==> config.mk <==
export PLATFORM = sky130hd
export DESIGN_NAME = rr_slot_alloc_flat
export DESIGN_NICKNAME = d
export VERILOG_FILES = /design/src/rtl/rr_slot_alloc_if.sv /design/src/rtl/rr_slot_alloc.sv /design/src/flat_wrapper.sv
export SDC_FILE = /design/constraint.sdc
export NUM_CORES = 1
export LEC_CHECK = 0
export ABC_CLOCK_PERIOD_IN_PS = 15700
export CORE_MARGIN = 5
export CORE_UTILIZATION = 55
export CTS_BUF_LIST = sky130_fd_sc_hd__clkbuf_16
export DETAILED_ROUTE_END_ITERATION = 8
export PLACE_DENSITY = 0.78
export SLEW_MARGIN = 20
export SYNTH_ARGS = -nofsm -noshare
export SYNTH_HDL_FRONTEND = slang
export SYNTH_SLANG_ARGS = --single-unit
export TNS_END_PERCENT = 100
==> constraint.sdc <==
create_clock -name clk_i -period 15.7 [get_ports clk_i]
set_clock_uncertainty 0.2 [all_clocks]
set_input_delay 1.57 -clock clk_i [delete_from_list [all_inputs] [get_ports clk_i]]
set_output_delay 1.57 -clock clk_i [all_outputs]
set_load 0.05 [all_outputs]
==> src/rtl/rr_slot_alloc_if.sv <==
// Request/response bundle for the round-robin slot allocator.
// The master side drives the request inputs; the allocator is the slave.
interface rr_slot_alloc_if #(
    parameter int W = 32
);
    localparam int IW = $clog2(W);
    localparam int CW = $clog2(W + 1);

    logic [W-1:0]  mask_i;
    logic          alloc_vld_i;
    logic          alloc_rdy_o;
    logic          rsp_vld_o;
    logic [IW-1:0] rsp_idx_o;
    logic [W-1:0]  rsp_oh_o;
    logic          free_vld_i;
    logic [IW-1:0] free_idx_i;
    logic          free_err_o;
    logic [CW-1:0] cnt_o;
    logic          full_o;
    logic          empty_o;

    modport master (
        output mask_i, alloc_vld_i, free_vld_i, free_idx_i,
        input  alloc_rdy_o, rsp_vld_o, rsp_idx_o, rsp_oh_o,
        input  free_err_o, cnt_o, full_o, empty_o
    );

    modport slave (
        input  mask_i, alloc_vld_i, free_vld_i, free_idx_i,
        output alloc_rdy_o, rsp_vld_o, rsp_idx_o, rsp_oh_o,
        output free_err_o, cnt_o, full_o, empty_o
    );
endinterface

==> src/rtl/rr_slot_alloc.sv <==
// Circular free-slot allocator: grants the first free, unmasked slot at or after
// a round-robin pointer, with a release port, occupancy count and error flag.
module rr_slot_alloc #(
    parameter int W             = 32,
    parameter bit P_PTR_STICKY  = 1'b1,
    parameter bit P_FREE_BYPASS = 1'b0
) (
    input  logic          clk_i,
    input  logic          rst_i,
    rr_slot_alloc_if.slave bus
);
    localparam int IW = $clog2(W);
    localparam int CW = $clog2(W + 1);
    localparam logic [IW:0] W_EXT = W[IW:0];

    logic [W-1:0]  occ_reg, occ_next;
    logic [IW-1:0] ptr_reg, ptr_next;
    logic [CW-1:0] cnt_reg, cnt_next;
    logic          rsp_vld_reg;
    logic [IW-1:0] rsp_idx_reg;
    logic [W-1:0]  rsp_oh_reg;
    logic          free_err_reg;

    logic [W-1:0]  free_dec, cand, rot, grant_oh;
    logic          free_legal, alloc_rdy, fire;
    logic [IW-1:0] off, slot;
    logic [IW:0]   slot_sum;

    // Indices >= W decode to nothing, which makes them illegal frees for free.
    generate
        for (genvar gi = 0; gi < W; gi++) begin : g_dec
            assign free_dec[gi] = bus.free_vld_i && (bus.free_idx_i == IW'(gi));
            assign grant_oh[gi] = (slot == IW'(gi));
        end
    endgenerate

    assign free_legal = |(free_dec & occ_reg);
    assign cand = (~occ_reg & ~bus.mask_i) | (P_FREE_BYPASS ? (free_dec & occ_reg) : '0);

    // rot[k] is the candidate k steps past the pointer, modulo W.
    generate
        for (genvar gi = 0; gi < W; gi++) begin : g_rot
            logic [IW:0]   sum;
            logic [IW-1:0] pos;
            assign sum = {1'b0, ptr_reg} + (IW+1)'(gi);
            assign pos = (sum >= W_EXT) ? IW'(sum - W_EXT) : sum[IW-1:0];
            assign rot[gi] = cand[pos];
        end
    endgenerate

    always_comb begin
        off = '0;
        for (int k = W - 1; k >= 0; k--) begin
            if (rot[k]) off = IW'(k);
        end
    end

    assign slot_sum  = {1'b0, ptr_reg} + {1'b0, off};
    assign slot      = (slot_sum >= W_EXT) ? IW'(slot_sum - W_EXT) : slot_sum[IW-1:0];
    assign alloc_rdy = |cand;
    assign fire      = bus.alloc_vld_i & alloc_rdy;

    // Clear before set so a bypassed free-and-regrant of one slot ends occupied.
    assign occ_next = (occ_reg & ~free_dec) | (fire ? grant_oh : '0);
    assign ptr_next = !P_PTR_STICKY ? '0 :
                      (slot == IW'(W - 1)) ? '0 : slot + 1'b1;

    always_comb begin
        cnt_next = cnt_reg;
        case ({fire, free_legal})
            2'b10:   cnt_next = cnt_reg + 1'b1;
            2'b01:   cnt_next = cnt_reg - 1'b1;
            default: cnt_next = cnt_reg;
        endcase
    end

    always_ff @(posedge clk_i) begin
        if (rst_i) begin
            occ_reg      <= '0;
            ptr_reg      <= '0;
            cnt_reg      <= '0;
            rsp_vld_reg  <= 1'b0;
            rsp_idx_reg  <= '0;
            rsp_oh_reg   <= '0;
            free_err_reg <= 1'b0;
        end else begin
            occ_reg      <= occ_next;
            cnt_reg      <= cnt_next;
            rsp_vld_reg  <= fire;
            free_err_reg <= bus.free_vld_i & ~free_legal;
            if (fire) begin
                ptr_reg     <= ptr_next;
                rsp_idx_reg <= slot;
                rsp_oh_reg  <= grant_oh;
            end
        end
    end

    assign bus.alloc_rdy_o = alloc_rdy;
    assign bus.rsp_vld_o   = rsp_vld_reg;
    assign bus.rsp_idx_o   = rsp_idx_reg;
    assign bus.rsp_oh_o    = rsp_oh_reg;
    assign bus.free_err_o  = free_err_reg;
    assign bus.cnt_o       = cnt_reg;
    assign bus.full_o      = (cnt_reg == CW'(W));
    assign bus.empty_o     = (cnt_reg == '0);

    a_cnt_popcount: assert property (@(posedge clk_i) disable iff (rst_i)
        cnt_reg == CW'($countones(occ_reg)));
    a_rsp_onehot: assert property (@(posedge clk_i) disable iff (rst_i)
        !rsp_vld_reg || $onehot(rsp_oh_reg));
endmodule

==> src/flat_wrapper.sv <==
// flat-port wrapper written by rule: the top's interface ports become plain ports
module rr_slot_alloc_flat 
#(
    parameter int W             = 32,
    parameter bit P_PTR_STICKY  = 1'b1,
    parameter bit P_FREE_BYPASS = 1'b0
)
  (clk_i, rst_i, bus_mask_i, bus_alloc_vld_i, bus_free_vld_i, bus_free_idx_i, bus_alloc_rdy_o, bus_rsp_vld_o, bus_rsp_idx_o, bus_rsp_oh_o, bus_free_err_o, bus_cnt_o, bus_full_o, bus_empty_o);
  rr_slot_alloc_if #(.W(W)) bus_i ();
  input  logic clk_i;
  input  logic rst_i;
  input wire logic [$bits(bus_i.mask_i)-1:0] bus_mask_i;
  input wire logic [$bits(bus_i.alloc_vld_i)-1:0] bus_alloc_vld_i;
  input wire logic [$bits(bus_i.free_vld_i)-1:0] bus_free_vld_i;
  input wire logic [$bits(bus_i.free_idx_i)-1:0] bus_free_idx_i;
  output wire logic [$bits(bus_i.alloc_rdy_o)-1:0] bus_alloc_rdy_o;
  output wire logic [$bits(bus_i.rsp_vld_o)-1:0] bus_rsp_vld_o;
  output wire logic [$bits(bus_i.rsp_idx_o)-1:0] bus_rsp_idx_o;
  output wire logic [$bits(bus_i.rsp_oh_o)-1:0] bus_rsp_oh_o;
  output wire logic [$bits(bus_i.free_err_o)-1:0] bus_free_err_o;
  output wire logic [$bits(bus_i.cnt_o)-1:0] bus_cnt_o;
  output wire logic [$bits(bus_i.full_o)-1:0] bus_full_o;
  output wire logic [$bits(bus_i.empty_o)-1:0] bus_empty_o;
  assign bus_i.mask_i = bus_mask_i;
  assign bus_i.alloc_vld_i = bus_alloc_vld_i;
  assign bus_i.free_vld_i = bus_free_vld_i;
  assign bus_i.free_idx_i = bus_free_idx_i;
  assign bus_alloc_rdy_o = bus_i.alloc_rdy_o;
  assign bus_rsp_vld_o = bus_i.rsp_vld_o;
  assign bus_rsp_idx_o = bus_i.rsp_idx_o;
  assign bus_rsp_oh_o = bus_i.rsp_oh_o;
  assign bus_free_err_o = bus_i.free_err_o;
  assign bus_cnt_o = bus_i.cnt_o;
  assign bus_full_o = bus_i.full_o;
  assign bus_empty_o = bus_i.empty_o;
  rr_slot_alloc #(.W(W), .P_PTR_STICKY(P_PTR_STICKY), .P_FREE_BYPASS(P_FREE_BYPASS)) u_core (.clk_i(clk_i), .rst_i(rst_i), .bus(bus_i));
endmodule
==> results of run 1 <==
[kinds of logic (layout without fill, tap and decap cells)]
logic type | after synthesis | after routing | share of synthesized area [%]
AND/OR/NAND/NOR | 246 | 246 | 14.6
buffers and inverters | 111 | 168 | 5.73
XOR/XNOR | 35 | 35 | 3.93
multiplexers | 147 | 147 | 33.9
flip-flops | 82 | 82 | 20.6
AO/OA/AOI/OAI | 195 | 195 | 16.2
adder cells (fa/ha/maj) | 31 | 31 | 5.04
[report_power, final]
| group | leakage, nW | total (mW) | internal [mW] | switching [mW] |
|---|---|---|---|---|
| clock | 0.139 | 0.209 | 0.123 | 0.0864 |
| sequential | 0.665 | 0.264 | 0.237 | 0.0269 |
| combinational | 2.39 | 1.44 | 0.633 | 0.811 |
| total | 3.19 | 1.92 | 0.993 | 0.924 |
[tightest hold or removal path, delay by kind of cell, from the launching register on]
family / cells / cell delay [ns]
AO/OA/AOI/OAI: 1 / 0.05
AND/OR/NAND/NOR: 1 / 0.05
flip-flops: 1 / 0.31
[cells in the mapped netlist (all sizes together) (3+ instances only)]
cell,instances
a211oi,8
a21boi,3
a21o,22
a21oi,52
a22oi,3
a31oi,3
and2,5
and3,3
buf,24
clkbuf,35
dfxtp,82
ha,29
inv,52
mux2,15
mux2i,35
mux4,97
nand2,75
nand2b,7
nand3,28
nand4,6
nor2,57
nor2b,8
nor3,27
nor3b,5
nor4,12
o211ai,13
o21ai,41
o311ai,3
o32ai,31
or3,5
xnor2,23
xor2,12
[stage by stage]
| stage | instance area [um^2] | setup WS [ns] | total power, mW |
|---|---|---|---|
| 2_1_floorplan | 7990 | 9.07 | 1.34 |
| 3_3_place_gp | 8940 | 8.52 | 1.66 |
| 3_5_place_dp | 8940 | 8.41 | 1.68 |
| 4_1_cts | 9240 | 8.47 | 1.89 |
| 5_1_grt | 9240 | 8.06 | 2.02 |
| 6_report | 9240 | 8.39 | 1.92 |
[metal layers]
metal  track usage, %  wire, um  up-vias
met5                0         0        -
met4             17.6      1550        0
met3             8.82      2620       99
met2             45.7     11500      452
met1             38.8      9810     3607
li1                 -         -     3362
[area by class of cell]
cell class,count,area [um^2],area share [%]
flip-flops and latches,82,1650,17.8
clock inverters,7,68.8,0.745
repair buffers,100,970,10.5
inverters,52,195,2.11
clock buffers,9,225,2.44
multi-input cells,654,5900,63.9
well taps,184,230,2.49
[how the worst min path moves through the flow]
| stage | endpoint | start | cells past startpoint |
|---|---|---|---|
| 2_1_floorplan | u_core.occ_reg[0] | u_core.occ_reg[0] | 2 |
| 3_3_place_gp | u_core.bus.rsp_idx_o[3] | u_core.bus.rsp_idx_o[3] | 2 |
| 3_5_place_dp | u_core.bus.rsp_idx_o[3] | u_core.bus.rsp_idx_o[3] | 2 |
| 4_1_cts | u_core.bus.rsp_oh_o[15] | u_core.bus.rsp_oh_o[15] | 2 |
| 5_1_grt | u_core.bus.rsp_idx_o[0] | u_core.bus.rsp_idx_o[0] | 2 |
| 6_report | u_core.bus.rsp_idx_o[0] | u_core.bus.rsp_idx_o[0] | 2 |
==> results, run 1 <==
- For this block, the via count after detailed routing is 7520.
- The worst pin sits at a relative slew slack of 33.8%.
- The worst-case vdd ir drop is 0.000126 V.
- In the synthesized netlist the dominant register cell turns out to be sky130_fd_sc_hd__dfxtp_1.
- The number of enable-type register cells in the synthesized netlist is 0.
- The number of antenna diodes is 0.
- Once placement completed, the tool counted placed cells totaling 1072.
- The critical path startpoint category is a register.
- The maximum number of pins on one net before global-route repair is 89.
- The kind of capture point of the worst setup path is a register.
- Setup repair after global routing left no endpoint under its margin.
- The most common library cell in the layout ignoring fill and taps is sky130_fd_sc_hd__mux4_2.
- The fraction of layout cells with a size suffix above 1 is 17.0%.
- The global routing usage summed across all routing layers is 30.3%.
- The arrival time of the worst setup path is 7.38 ns.
- The total nets after synthesis is 919.
- The critical path runs through a total of 23 cells.
- The number of warning messages in the yosys log is 0.
- Summed over all layers, the routed wires come to 25500 um.
- After floorplanning, the core was sized to cover 0.0144 mm^2.
- The startpoint of the most critical register-to-register path is u_core.ptr_reg[2].
- The count of nets left with antenna violations once routing finished came out at 0.
- The final hold slack is 0.257 ns.
- The flow ran to the end, and the final reports show no timing, DRC or antenna violations.
- Among all stages on the critical path, the largest delay is contributed by sky130_fd_sc_hd__dfxtp_1.
- The master cell of the clock root buffer is sky130_fd_sc_hd__clkbuf_16.
- The H-tree was split into 3 levels.
- The post-route DRC violation count is 0.
- The library cells used most frequently in the layout, excluding fill and tap cells, are sky130_fd_sc_hd__mux4_2, sky130_fd_sc_hd__clkdlybuf4s50_1, sky130_fd_sc_hd__dfxtp_1, sky130_fd_sc_hd__nand2_1, sky130_fd_sc_hd__nor2_1.
- For flop-to-flop paths, the worst setup slack is 8.39 ns.
- The cell accounting for the most synthesized area is sky130_fd_sc_hd__mux4_2.
- The area of the die is 0.0170 mm^2.
- The clock insertion delay at the later pin of the skew report is 0.35 ns.
- From left edge to right edge, the die measures 131 um.
- Among the stages of the critical path, the cell type that occurs most often is sky130_fd_sc_hd__inv_1.
- The clock slew seen by the registers of the worst setup and hold paths is 0.06 ns.
- The stage delay of the slowest cell on the critical path is 0.95 ns.
- The summed instance area of the synthesized netlist is 0.00799 mm^2.
- The highest net fanout along the worst path is 18.
- The post-synthesis register bit count is 82.
- The average wire per standard cell is 23.5 um.
- The destination of the critical timing path is u_core.ptr_reg[2].
- The critical register-to-register path endpoint is u_core.ptr_reg[2].
- Broken down by cell family, the worst path's largest delay share belongs to adder cells.
- Counting cells, the worst reg-to-reg path comes to 23.
- The critical path is of the register to register type.
- The synthesized area per cell is 9.43 um^2.
- Fill cells in the final layout number 1198.
- The number of detailed-routing iterations run before antenna repair is 6.
- The worst-case clock buffer depth is 2.
- The total negative setup slack is 0 ns.
- The leftover overflow at the end of global routing is 0.
- The number of rows created at floorplan is 44.
- The time the final worst path needs with I/O delays and setup is 7.31 ns.
- The initial core utilization is 55.6%.
- The clock sink count is 82.
- The total of max-cap violations is 0.
- The number of hold-slack violations in the final timing report was 0.
- The global-route wire length before repair is 39900 um.
- Synthesis produced a netlist whose cell count is 847.
- The number of global-route vias before repair was 7274.
- The share of the Yosys chip area taken by registers is 20.6%.
- In the post-synthesis netlist, the biggest area contributors are sky130_fd_sc_hd__mux4_2, sky130_fd_sc_hd__dfxtp_1, sky130_fd_sc_hd__ha_1.
- The combined buffer and inverter count along the critical path is 4.
- The count of final max-slew check failures is 0.
- In this run, the number of DRC markers left after iteration 0 of detailed routing was 867.
- The number of clock buffers inserted by TritonCTS is 9.
- The y dimension of the die is 131 um.
- The count of hold-fix buffers inserted at cts is 0.
- The setup fix buffers added after clock tree synthesis is 0.
- The top-level port count is 89.
- At the pin with the least slew margin, the transition time is 0.990 ns.
- In this run, post-CTS repair resized a total of 0 instances.
- The share of synthesized area in the top cell type comes to 27.4%.
- The final net count is 971.
- Setup violations remaining at the end of the flow were counted as 0.
- The post-detailed-placement half-perimeter wirelength is 19200 um.
- Power spread over the standard cell area amounts to 208 mW/mm^2.
- The worst endpoint required time is 15.77 ns.
- The initial antenna violation count came to 0.
- The share of synthesized registers carrying an async set or reset is 0%.
- The core utilization of the finished layout is 64.3%.
- The maximum frequency from static timing analysis is 137 MHz.
- The origin of the worst setup path is u_core.ptr_reg[2].
- The non-filler instance count after layout is 1088.
- The worst hold path belongs to the class register to register.
- Using the TritonRoute via totals, the vias-per-cell ratio works out to 6.91.
- At the end of routability-driven placement, the weighted congestion stood at 0.960.
- The CTS tree is built.
- Traced cell by cell, the critical path runs through inv_1 > ha_1 > a21boi_0 > xnor2_1 > mux4_2 > mux2_2 > or3b_2 > a21o_1 > a31o_2 > a21oi_1 > o31a_1 > ha_1 > inv_1 > fa_1 > inv_1 > a21o_1 > a21oi_1 > xnor2_1 > xor2_1 > inv_1 > ha_1 > or3_1 > a21oi_1.
- Input and output buffers added on the ports amount to 88.
- Of the available clock period, the critical path in the final layout requires 46.6%.
- After synthesis, the netlist uses 62 different library cells.
- The standby leakage power is 3.19 nW.
- Relative to the synthesized area, the layout overhead comes to 15.7%.
No activity file was read; power rests on OpenSTA's default activity.
==> run 2, diff against run 1 <==
--- a/config.mk
+++ b/config.mk
@@ -5,12 +5,12 @@
 export SDC_FILE = /design/constraint.sdc
 export NUM_CORES = 1
 export LEC_CHECK = 0
-export ABC_CLOCK_PERIOD_IN_PS = 15700
+export ABC_CLOCK_PERIOD_IN_PS = 6500
 export CORE_MARGIN = 5
-export CORE_UTILIZATION = 55
+export CORE_UTILIZATION = 53
 export CTS_BUF_LIST = sky130_fd_sc_hd__clkbuf_16
 export DETAILED_ROUTE_END_ITERATION = 8
-export PLACE_DENSITY = 0.78
+export PLACE_DENSITY = 0.79
 export SLEW_MARGIN = 20
 export SYNTH_ARGS = -nofsm -noshare
 export SYNTH_HDL_FRONTEND = slang
==> constraint.sdc (replaced) <==
create_clock -name clk_i -period 6.5 [get_ports clk_i]
set_clock_uncertainty 0.2 [all_clocks]
set_input_delay 0.65 -clock clk_i [delete_from_list [all_inputs] [get_ports clk_i]]
set_output_delay 0.65 -clock clk_i [all_outputs]
set_load 0.05 [all_outputs]
==> run 2 against run 1 <==
Net effect:
- clock power increased by 130%
- worst setup slack got worse by 8.1 ns
- critical path depth down 3
- core utilization grew 0.55 points
- combinational power grew 150%
- highest routed layer unchanged
- maximum frequency grew 17%
- non-clock buffer count is 30 higher
==> results, run 2 (synthesis results as in run 1) <==
- The run finished with clean final reports.
- The final hold slack was 0.258 ns (+0.00130 ns).
- The tree is rooted in a sky130_fd_sc_hd__clkbuf_16.
- In this run the worst hold path is classified as register to register.
- The initial DRC count is 1051 (+21%).
- The clock sink count was 82 (unchanged).
- The slew at the pin closest to its max-slew limit came to 0.946 ns (-0.0438 ns).
- The portion of total power attributed to sequential cells is 13.8% (about the same).
- The time the final worst path needs with I/O delays and setup is 6.23 ns (-1.09 ns).
- The initial core utilization came to 54.5% (-1.0 points).
- The number of detailed-routing iterations run before antenna repair is 7 (+1).
- The count of final max-slew check failures is 0 (unchanged).
- The signal on the critical path passes through buf_4 > ha_1 > nand2_1 > xnor2_1 > buf_4 > mux4_2 > mux4_2 > a211oi_1 > nand2_1 > nor3_1 > a21oi_1 > a2111oi_0 > ha_1 > a21o_1 > a21oi_1 > xnor2_1 > buf_4 > nor2b_1 > nand2_1 > o21ai_1.
- The proportion of power drawn by the clock network was 10.3% (-0.6 points).
- On the critical path the largest part of the delay comes from compound AO/OA/AOI/OAI gates.
- The number of global-route vias before repair is 7509 (+3.2%).
- The final non-filler cell area is 0.00950 mm^2 (+2.8%).
- The total of max-cap violations is 0 (unchanged).
- The top-level port count is 89 (unchanged).
- The ratio of final minimum period to clock period is 95.8% (+49 points).
- The post-detailed-placement half-perimeter wirelength came to 20000 um (+3.9%).
- The global routing usage summed across all routing layers is 29.0% (-1.3 points).
- Leaving out fill and tap cells, the most frequent cell in the layout is sky130_fd_sc_hd__mux4_2.
- The number of H-tree levels is 3 (unchanged).
- The final net count was 1001 (+3.1%).
- The placer's final routability congestion estimate was 1.09 (+14%).
- The placed cell count came to 1102 (+2.8%).
- The CTS tree is built.
- The number of hold-slack violations in the final timing report was 0 (unchanged).
- The clock slew seen by the registers of the worst setup and hold paths is 0.06 ns (about the same).
- The setup fix buffers added after clock tree synthesis is 0 (unchanged).
- The post-place instance area came to 0.00920 mm^2 (+2.9%).
- The relative slew slack came to 36.9% (+3.1 points).
- The combinational share of power came to 75.9% (+0.6 points).
- The amount of wire on met3 after detailed routing is 2820 um (+7.6%).
- The maximum frequency from static timing analysis is 161 MHz (+17%).
- Relative to the synthesized area, the layout overhead comes to 18.9%.
- The worst-case clock buffer depth is 2 (unchanged).
- The worst endpoint required time came to 6.57 ns (-9.20 ns).
- Setup repair after global routing left no endpoint under its margin.
- The clock insertion delay at the later pin of the skew report is 0.34 ns (about the same).
- In this run the top signal layer used is met4.
- The number of vias per cell was 6.95 (+0.51%).
- In the layout the commonest cells are sky130_fd_sc_hd__mux4_2, sky130_fd_sc_hd__clkdlybuf4s50_1, sky130_fd_sc_hd__dfxtp_1, sky130_fd_sc_hd__nand2_1, sky130_fd_sc_hd__nor2_1.
- The combined buffer and inverter count along the critical path was 3 (-1).
- The number of port buffers is 88 (unchanged).
- The number of rows created at floorplan is 44 (unchanged).
- The total routed wirelength came to 26300 um (+2.9%).
- The standby leakage power was 3.35 nW (+4.8%).
- The y dimension of the die is 133 um (+1.7%).
- The global-route wire length before repair came to 40600 um (+1.7%).
- The area of the die is 0.0176 mm^2 (+3.5%).
- The average wire per standard cell came to 23.5 um (about the same).
- The worst-case vdd ir drop is 0.000386 V (+210%).
- The non-filler instance count after layout is 1119 (+2.8%).
- The total via count after detailed routing is 7774 (+3.4%).
- The fraction of layout cells with a size suffix above 1 is 19.7% (+2.7 points).
- The number of clock buffers inserted by TritonCTS is 9 (unchanged).
- The total negative setup slack is 0 ns (unchanged).
- The initial antenna violation count was 0 (unchanged).
- The maximum number of pins on one net before global-route repair was 85 (-4.5%).
- The final setup violation count is 0 (unchanged).
- The kind of capture point of the worst setup path is a register.
- The worst setup path is launched from a register.
- The highest net fanout along the worst path came to 17 (-1).
- The largest individual stage delay along the critical path comes from the cell sky130_fd_sc_hd__a2111oi_0.
- The flop-to-flop setup slack is 0.27 ns (-8.11 ns).
- The post-route DRC violation count was 0 (unchanged).
- The sum of routed wire segments on met1 came to 9830 um (+0.21%).
- The stage delay of the slowest cell on the critical path is 0.75 ns (-0.20 ns).
- The post-detailed-route count of antenna-violating nets is 0 (unchanged).
- The power per unit of standard cell area was 490 mW/mm^2 (+140%).
- The core area was 0.0146 mm^2 (+1.9%).
- The switching power of the nets came to 2.23 mW (+140%).
- The leftover overflow at the end of global routing is 0 (unchanged).
- The routed wire length on met2 was 12300 um (+6.4%).
- The arrival time of the worst setup path is 6.29 ns (-1.09 ns).
- The switching portion of total power is 48.0% (-0.22 points).
- By startpoint and endpoint, the worst setup path is classified as register to register.
- The overall power was 4.65 mW (+140%).
- The horizontal extent of the die is 133 um (+1.7%).
- The internal power consumption is 2.42 mW (+140%).
## run 2: worst register-to-register path, delay by kind of cell, from the launching register on
| kind | cells | cell delay [ns] |
|---|---|---|
| xor gates and xnor gates | 2 | 0.39 |
| buffers and inverters | 3 | 0.73 |
| AOI/OAI and AO/OA | 6 | 1.84 |
| adders and majority gates | 2 | 0.71 |
| DFF | 1 | 0.33 |
| and+or+nand+nor | 5 | 0.89 |
| muxes | 2 | 1.07 |
## run 2: final cells by class
| class | instances | area [um^2] |
|---|---|---|
| inverter | 52 | 195 |
| tap | 184 | 230 |
| timing repair buffer | 130 | 1230 |
| multi-input combinational | 654 | 5920 |
| antenna | 1 | 2.50 |
| fill | 1173 | 5150 |
| sequential | 82 | 1650 |
| clock inverter | 7 | 53.8 |
| clock buffer | 9 | 225 |
## run 2: metal layers
| metal | vias up | GRT usage, % |
|---|---|---|
| li1 | 3430 | - |
| met1 | 3698 | 36.3 |
| met2 | 540 | 47.5 |
| met3 | 106 | 6.83 |
| met4 | 0 | 13.4 |
| met5 | - | 0 |
## run 2: final timing paths
path / endpoint / depth (start not counted) / start
max: u_core.occ_reg[27] / 20 / u_core.ptr_reg[2]
max reg2reg: u_core.occ_reg[27] / 20 / u_core.ptr_reg[2]
min: u_core.bus.rsp_idx_o[0] / 2 / u_core.bus.rsp_idx_o[0]
min reg2reg: u_core.bus.rsp_idx_o[0] / 2 / u_core.bus.rsp_idx_o[0]
## run 2: repair_timing
| item | in CTS | in global routing |
|---|---|---|
| gates resized for setup | 0 | 1 |
| hold buffers | 0 | 0 |
| setup endpoints to repair | 0 | 10 |
## run 2: power groups by stage
stage	Combinational (mW)	Sequential (mW)	Clock, mW
finish	3.53	0.642	0.478
global route	3.75	0.647	0.503
detailed placement	3.44	0.648	0
global placement	3.37	0.647	0
CTS	3.46	0.638	0.478
floorplan	2.49	0.741	0
## run 2: metrics by stage
step / utilization (%) / setup slack (ns)
after floorplan: - / 0.0890
after global placement: 62.9 / 0.356
after detailed placement: 62.9 / 0.241
after CTS: 64.8 / 0.304
after global routing: 64.8 / 0.0335
final: 64.8 / 0.275
